[config.mk]
export PLATFORM = sky130hd
export DESIGN_NAME = anota_spi_trim_responder
export DESIGN_NICKNAME = d
export VERILOG_FILES = /design/src/rtl/anota_pkg.sv /design/src/rtl/anota_sync_bit.sv /design/src/rtl/anota_spi_trim_responder.sv
export SDC_FILE = /design/constraint.sdc
export NUM_CORES = 1
export LEC_CHECK = 0
export CORE_ASPECT_RATIO = 0.7
export CORE_MARGIN = 2
export CORE_UTILIZATION = 50
export DETAILED_ROUTE_END_ITERATION = 16
export DONT_BUFFER_PORTS = 1
export RECOVER_POWER = 100
export SLEW_MARGIN = 40
export SYNTH_ARGS = -nofsm -noshare
export SYNTH_HDL_FRONTEND = slang
export SYNTH_HIERARCHICAL = 1
export SYNTH_SLANG_ARGS = --single-unit
export TNS_END_PERCENT = 100
[constraint.sdc]
create_clock -name clk -period 5.1 [get_ports clk]
set_clock_uncertainty 0.1 [all_clocks]
set_input_delay 0.255 -clock clk [delete_from_list [all_inputs] [get_ports clk]]
set_output_delay 0.255 -clock clk [all_outputs]
set_load 0.005 [all_outputs]
[src/rtl/anota_pkg.sv]
`timescale 1ns/1ps
`default_nettype none
// +--------------------------------------------------------------------------+
// | anota_pkg                                                                |
// | Shared definitions for the anOTA SPI trim responder: register map        |
// | addresses, frame geometry and the frame FSM state encoding.              |
// | Rev 1.0 - initial release                                                |
// +--------------------------------------------------------------------------+
package anota_pkg;

   localparam logic [3:0] ADDR_TRIM   = 4'd0;
   localparam logic [3:0] ADDR_CTRL   = 4'd1;
   localparam logic [3:0] ADDR_STATUS = 4'd2;
   localparam logic [3:0] ADDR_ID     = 4'd3;

   localparam int FRAME_BITS = 16;
   localparam int HDR_BITS   = 8;

   typedef enum logic [1:0] {
      IDLE = 2'd0,
      HDR  = 2'd1,
      DATA = 2'd2,
      DONE = 2'd3
   } anota_state_e;

endpackage : anota_pkg
`default_nettype wire

[src/rtl/anota_sync_bit.sv]
`timescale 1ns/1ps
`default_nettype none
// +--------------------------------------------------------------------------+
// | anota_sync_bit                                                           |
// | Multi-flop synchronizer for one asynchronous input bit.                  |
// | Ports: clk, rst_n (async assert, active-low), i_async (raw pin),         |
// |        o_sync (value after SYNC_STAGES flops).                           |
// | Rev 1.0 - initial release                                                |
// +--------------------------------------------------------------------------+
module anota_sync_bit #(
   parameter int   SYNC_STAGES = 2,
   parameter logic RST_VAL     = 1'b0
) (
   input  logic clk,
   input  logic rst_n,
   input  logic i_async,
   output logic o_sync
);

   logic [SYNC_STAGES-1:0] r_chain;

   always_ff @(posedge clk or negedge rst_n) begin
      if (!rst_n) begin
         r_chain <= {SYNC_STAGES{RST_VAL}};
      end else begin
         r_chain <= {r_chain[SYNC_STAGES-2:0], i_async};
      end
   end

   assign o_sync = r_chain[SYNC_STAGES-1];

endmodule : anota_sync_bit
`default_nettype wire

[src/rtl/anota_spi_trim_responder.sv]
`timescale 1ns/1ps
`default_nettype none
// +--------------------------------------------------------------------------+
// | anota_spi_trim_responder                                                 |
// | Oversampled SPI mode-0 responder holding the OTA TRIM/CTRL registers,    |
// | a comparator STATUS register and a fixed ID. 16-bit frames, MSB first:   |
// | {W, ADDR[3:0], rsvd[2:0], DATA[7:0]}.                                    |
// | Ports: clk, rst_n (async assert, active-low); sclk_i, cs_n_i, mosi_i,    |
// |        comp_i (async pins); miso_o; trim_o[7:0]; ctrl_o[7:0]; busy_o.   |
// | Rev 1.0 - initial release                                                |
// +--------------------------------------------------------------------------+
module anota_spi_trim_responder
   import anota_pkg::*;
#(
   parameter int         SYNC_STAGES = 2,
   parameter logic [7:0] ID_VALUE    = 8'hA5,
   parameter logic [7:0] TRIM_RST    = 8'h80,
   parameter logic [7:0] CTRL_RST    = 8'h00
) (
   input  logic       clk,
   input  logic       rst_n,
   input  logic       sclk_i,
   input  logic       cs_n_i,
   input  logic       mosi_i,
   input  logic       comp_i,
   output logic       miso_o,
   output logic [7:0] trim_o,
   output logic [7:0] ctrl_o,
   output logic       busy_o
);

   localparam logic [4:0] c_HDR_LAST   = 5'(HDR_BITS - 1);
   localparam logic [4:0] c_FRAME_LAST = 5'(FRAME_BITS - 1);
   localparam int         c_SETTLE_W   = $clog2(SYNC_STAGES + 1);

   logic w_sclk_s, w_cs_n_s, w_mosi_s, w_comp_s;

   anota_sync_bit #(.SYNC_STAGES(SYNC_STAGES), .RST_VAL(1'b0)) u_sync_sclk (
      .clk(clk), .rst_n(rst_n), .i_async(sclk_i), .o_sync(w_sclk_s));
   anota_sync_bit #(.SYNC_STAGES(SYNC_STAGES), .RST_VAL(1'b1)) u_sync_cs_n (
      .clk(clk), .rst_n(rst_n), .i_async(cs_n_i), .o_sync(w_cs_n_s));
   anota_sync_bit #(.SYNC_STAGES(SYNC_STAGES), .RST_VAL(1'b0)) u_sync_mosi (
      .clk(clk), .rst_n(rst_n), .i_async(mosi_i), .o_sync(w_mosi_s));
   anota_sync_bit #(.SYNC_STAGES(SYNC_STAGES), .RST_VAL(1'b0)) u_sync_comp (
      .clk(clk), .rst_n(rst_n), .i_async(comp_i), .o_sync(w_comp_s));

   anota_state_e          r_state, w_state_nxt;
   logic                  r_sclk_d, r_cs_n_d;
   logic [c_SETTLE_W-1:0] r_settle_cnt;
   logic                  r_armed;
   logic [4:0]            r_bit_cnt;
   logic [6:0]            r_shift;
   logic                  r_wr;
   logic [3:0]            r_addr;
   logic [7:0]            r_rd_sh;
   logic                  r_miso;
   logic [7:0]            r_trim, r_ctrl;
   logic                  r_err;

   logic       w_sclk_rise, w_sclk_fall, w_cs_fall, w_cs_rise;
   logic [7:0] w_shift_byte, w_rd_data;
   logic       w_start, w_hdr_done, w_frame_done, w_abort, w_overrun;
   logic       w_err_clr;

   assign w_sclk_rise  = w_sclk_s & ~r_sclk_d;
   assign w_sclk_fall  = ~w_sclk_s & r_sclk_d;
   assign w_cs_fall    = ~w_cs_n_s & r_cs_n_d;
   assign w_cs_rise    = w_cs_n_s & ~r_cs_n_d;
   assign w_shift_byte = {r_shift, w_mosi_s};

   // Read source selected by the header byte completing this clk; STATUS is
   // captured here, so comp changes later in the frame do not alter the read.
   always_comb begin
      w_rd_data = 8'h00;
      case (w_shift_byte[6:3])
         ADDR_TRIM:   w_rd_data = r_trim;
         ADDR_CTRL:   w_rd_data = r_ctrl;
         ADDR_STATUS: w_rd_data = {6'b0, r_err, w_comp_s};
         ADDR_ID:     w_rd_data = ID_VALUE;
         default:     w_rd_data = 8'h00;
      endcase
   end

   always_ff @(posedge clk or negedge rst_n) begin
      if (!rst_n) r_state <= IDLE;
      else        r_state <= w_state_nxt;
   end

   always_comb begin
      w_state_nxt  = r_state;
      w_start      = 1'b0;
      w_hdr_done   = 1'b0;
      w_frame_done = 1'b0;
      w_abort      = 1'b0;
      w_overrun    = 1'b0;
      case (r_state)
         IDLE: begin
            if (r_armed && w_cs_fall) begin
               w_start     = 1'b1;
               w_state_nxt = HDR;
            end
         end
         HDR: begin
            if (w_cs_rise) begin
               w_abort     = 1'b1;
               w_state_nxt = IDLE;
            end else if (w_sclk_rise && r_bit_cnt == c_HDR_LAST) begin
               w_hdr_done  = 1'b1;
               w_state_nxt = DATA;
            end
         end
         DATA: begin
            // A 16th rise coinciding with cs release still completes the frame.
            if (w_sclk_rise && r_bit_cnt == c_FRAME_LAST) begin
               w_frame_done = 1'b1;
               w_state_nxt  = w_cs_rise ? IDLE : DONE;
            end else if (w_cs_rise) begin
               w_abort     = 1'b1;
               w_state_nxt = IDLE;
            end
         end
         DONE: begin
            if (w_cs_rise)        w_state_nxt = IDLE;
            else if (w_sclk_rise) w_overrun   = 1'b1;
         end
         default: w_state_nxt = IDLE;
      endcase
   end

   assign w_err_clr = w_frame_done & ~r_wr & (r_addr == ADDR_STATUS);

   always_ff @(posedge clk or negedge rst_n) begin
      if (!rst_n) begin
         r_sclk_d     <= 1'b0;
         r_cs_n_d     <= 1'b1;
         r_settle_cnt <= '0;
         r_armed      <= 1'b0;
         r_bit_cnt    <= 5'd0;
         r_shift      <= 7'd0;
         r_wr         <= 1'b0;
         r_addr       <= 4'd0;
         r_rd_sh      <= 8'h00;
         r_miso       <= 1'b0;
         r_trim       <= TRIM_RST;
         r_ctrl       <= CTRL_RST;
         r_err        <= 1'b0;
      end else begin
         r_sclk_d <= w_sclk_s;
         r_cs_n_d <= w_cs_n_s;

         // The cs_n chain comes out of reset reading "deselected"; a frame
         // already in flight at reset would look like a fresh falling edge.
         // Only arm once the chain carries real pin data showing cs_n high.
         if (r_settle_cnt != c_SETTLE_W'(SYNC_STAGES))
            r_settle_cnt <= r_settle_cnt + 1'b1;
         else if (w_cs_n_s)
            r_armed <= 1'b1;

         if (w_start) begin
            r_bit_cnt <= 5'd0;
            r_shift   <= 7'd0;
         end else if ((r_state == HDR || r_state == DATA) && w_sclk_rise) begin
            r_bit_cnt <= r_bit_cnt + 5'd1;
            r_shift   <= w_shift_byte[6:0];
         end

         if (w_hdr_done) begin
            r_wr    <= w_shift_byte[7];
            r_addr  <= w_shift_byte[6:3];
            r_rd_sh <= w_shift_byte[7] ? 8'h00 : w_rd_data;
         end else if (r_state == DATA && w_sclk_fall) begin
            r_rd_sh <= {r_rd_sh[6:0], 1'b0};
         end

         if (r_state == IDLE || r_state == HDR)
            r_miso <= 1'b0;
         else if (r_state == DATA && w_sclk_fall)
            r_miso <= r_rd_sh[7];

         if (w_frame_done && r_wr) begin
            if (r_addr == ADDR_TRIM) r_trim <= w_shift_byte;
            if (r_addr == ADDR_CTRL) r_ctrl <= w_shift_byte;
         end

         // A new error in the same clk as the read-clear wins.
         r_err <= (r_err & ~w_err_clr) | w_abort | w_overrun;
      end
   end

   assign miso_o = r_miso;
   assign trim_o = r_trim;
   assign ctrl_o = r_ctrl;
   assign busy_o = ~w_cs_n_s & (r_state != IDLE);

endmodule : anota_spi_trim_responder
`default_nettype wire

==> results.cfg <==
[run_status]
status = finished, violations left
violations = max-capacitance violations, max-slew violations

[place]
placed_cells = 280
postPlaceCellArea_um2 = 2690
dpl.hpwl_um = 3290
gp_congestion = 0.806
port_buffers = 0

[final_layout]
layout.nets = 239
diodes = 0
fin_cells = 303
drive_gt1_frac = 0.169
finish.instance_area_um2 = 2920
fillerInstances = 465
syn_to_final_growth_pct = 10.7

[routing]
drc = 0
ant_nets = 0
vias = 1624
drt-pass1-iter-count = 4
via_per_inst = 5.36
drt-initial-drc-count = 66
wl_per_cell_um = 16.4
wirelength_um = 4960

[sta]
drv_slew = 9
fin_crit_sh = 0.690
fin_crit_ns = 3.52
rsz0062_at_grt = false
hold_violations = 0
fin_tns_setup_ns = 0
setup_viol = 0
fmax_ghz = 0.284
slew_headroom = -0.125
worst_slew_pin_slew_ns = 1.66

[grt]
grt_use_met2 = 0.271
gr-max-usage-layer = met2
grt_pass1_wl_um = 8220
gr-total-overflow = 0
met3_usage = 0.0965
grt_pass1_vias = 1676
antenna_found_initial = 0
grt_use_total = 0.190
met1_usage = 0.249
grt_max_degree = 59

[worst_setup_path]
endpoint_kind = flop
r2r_slack_ns = 1.58
cp_slowest_cell = nor4b_1
start_kind = flop
worstSetupPathType = flop to flop
path_buf_inv = 0
cpMostUsedCell = ha_1
slowest_delay_ns = 1.33
critPathRequiredTime_ns = 5.22
worst-endpoint-arrival_ns = 3.64
cp_cell_sequence = ha_1 > and3_1 > ha_1 > nand4b_1 > or3_1 > nor4b_1 > mux2_2
crit_family = simple AND/OR/NAND/NOR gates
cp_max_fo = 8

[yosys]
postSynthAreaPerCell_um2 = 12.0
ys.flop_type = dfrtp_1
synth_seq_cells = 58
yosysSeqAreaShare = 0.551
synth-edff-count = 0
synth_top_area_frac = 0.512
synth_area_leaders = dfrtp_1, mux2_2, mux2i_1, dfstp_2, ha_1
syn-num-nets = 233
yosysUniqueCellTypes = 42
async_flop_share = 1.00
synth_cells = 220
yosysWarnings = 6
yosys.area.top_type = dfrtp_1
syn_area_um2 = 2640

[clocking]
cts_resized = 0
clk_path_buf_depth = 2
clk_latency_ns = 0.34
clk_pin_slew_worst_paths_ns = 0.06
root_buffer = clkbuf_8
cts_sinks = 58
numCtsBuffers = 9
h-tree-depth = 3
cts_tree = built

[floorplan]
num_io_pins = 24
core_um2 = 5170
die_area_um2 = 5890
die_width_um = 90.9
dieHeight_um = 64.8
start_util = 0.510
rows = 22

[min_path]
hold_class = flop to flop

[power_and_ir_drop]
power_mw = 1.08
leakage_nw = 1.38
power_density_nw_per_um2 = 368
peakVddDrop_mv = 0.179

[flow_run]
cap_violations = 1
## stage by stage
step,hold WS (ns),utilization,setup WS (ns)
after CTS,0.258,0.571,2.45
final,0.257,0.565,1.58
after floorplan,-0.141,-,2.73
after global placement,-0.139,0.519,2.56
after detailed placement,-0.139,0.519,2.48
after global routing,0.264,0.565,1.37
## state kept, by name (all words and copies together), names as in the netlist
register	flops
r_addr	4
r_wr	1
r_state	2
r_rd_sh	8
r_err	1
u_sync_sclk/r_chain	2
r_sclk_d	1
r_armed	1
r_settle_cnt	2
r_cs_n_d	1
r_bit_cnt	5
u_sync_mosi/r_chain	2
r_shift	7
miso_o	1
ctrl_o	8
u_sync_cs_n/r_chain	2
u_sync_comp/r_chain	2
trim_o	8
## final timing paths
path | startpoint | cells past startpoint | end
setup / recovery | r_bit_cnt[0] | 7 | trim_o[6]
hold / removal | u_sync_mosi/r_chain[0] | 0 | u_sync_mosi/r_chain[1]
setup reg to reg | r_bit_cnt[0] | 7 | trim_o[6]
hold reg to reg | u_sync_mosi/r_chain[0] | 0 | u_sync_mosi/r_chain[1]
max in group asynchronous | rst_n | 2 | trim_o[7]
min in group asynchronous | rst_n | 2 | ctrl_o[1]
## worst register-to-register path: stages, from the launching register on
cell and delay, ns:
dfrtp_1 0.39, ha_1 0.21, and3_1 0.17, ha_1 0.17
nand4b_1 0.20, or3_1 0.40, nor4b_1 1.33, mux2_2 0.44
## synth_stat cells (2+ instances only)
cell type,number
xnor2_1,2
nand3b_1,2
clkbuf_1,11
a21oi_1,12
o2111ai_1,2
nand3_1,3
dfrtp_1,54
nor2_1,18
o211ai_1,2
nand2_1,5
nand4_1,2
mux2i_1,21
dfstp_2,4
o21ai_0,11
ha_1,7
o31ai_1,3
nor3_1,6
mux2_2,21
and3b_1,2
xor2_1,2
inv_1,9
## per-layer routing
layer | part of all wire | up-vias
li1 | - | 797
met1 | 0.50 | 788
met2 | 0.44 | 29
met3 | 0.050 | 10
met4 | 0.015 | 0
met5 | 0 | -
## where the power goes
part	switching [mW]	internal, mW
registers	0.0390	0.493
clock network	0.167	0.228
logic	0.0864	0.0627
total	0.293	0.783
## logic make-up (layout without fill, tap and decap cells)
logic type | after synthesis | after routing | share of synthesized area
multiplexers | 42 | 42 | 0.169
XOR/XNOR | 4 | 4 | 0.0133
AO/OA/AOI/OAI | 37 | 37 | 0.0857
flip-flops | 58 | 58 | 0.551
buffers and inverters | 21 | 32 | 0.0303
AND/OR/NAND/NOR | 51 | 51 | 0.117
adder cells (fa/ha/maj) | 7 | 7 | 0.0332
## final cells by class
type                       instances  area (um^2)  area share
sequential                        58         1460       0.498
clock inverter                     2         10.0     0.00342
multi-input combinational        141         1070       0.366
inverter                           9         33.8      0.0116
clock buffer                      14          183      0.0625
tap                               72         90.1      0.0308
timing repair buffer               7         81.3      0.0278
## layout by cell type, fill, tap and decap left out, drive strengths merged, types with 4 or more instances in the layout
cell and count:
a21oi 12, clkbuf 15, dfrtp 54, dfstp 4
dlygate4sd3 5, ha 7, inv 9, mux2 21
mux2i 21, nand2 5, nor2 18, nor3 6
o21ai 11
## timing repair
action / 4_1_cts / 5_1_grt
hold buffers: 6 / 0
setup buffers: 0 / 0
endpoints found under the hold margin: 62 / 0
(Power assumes the default switching activity.)
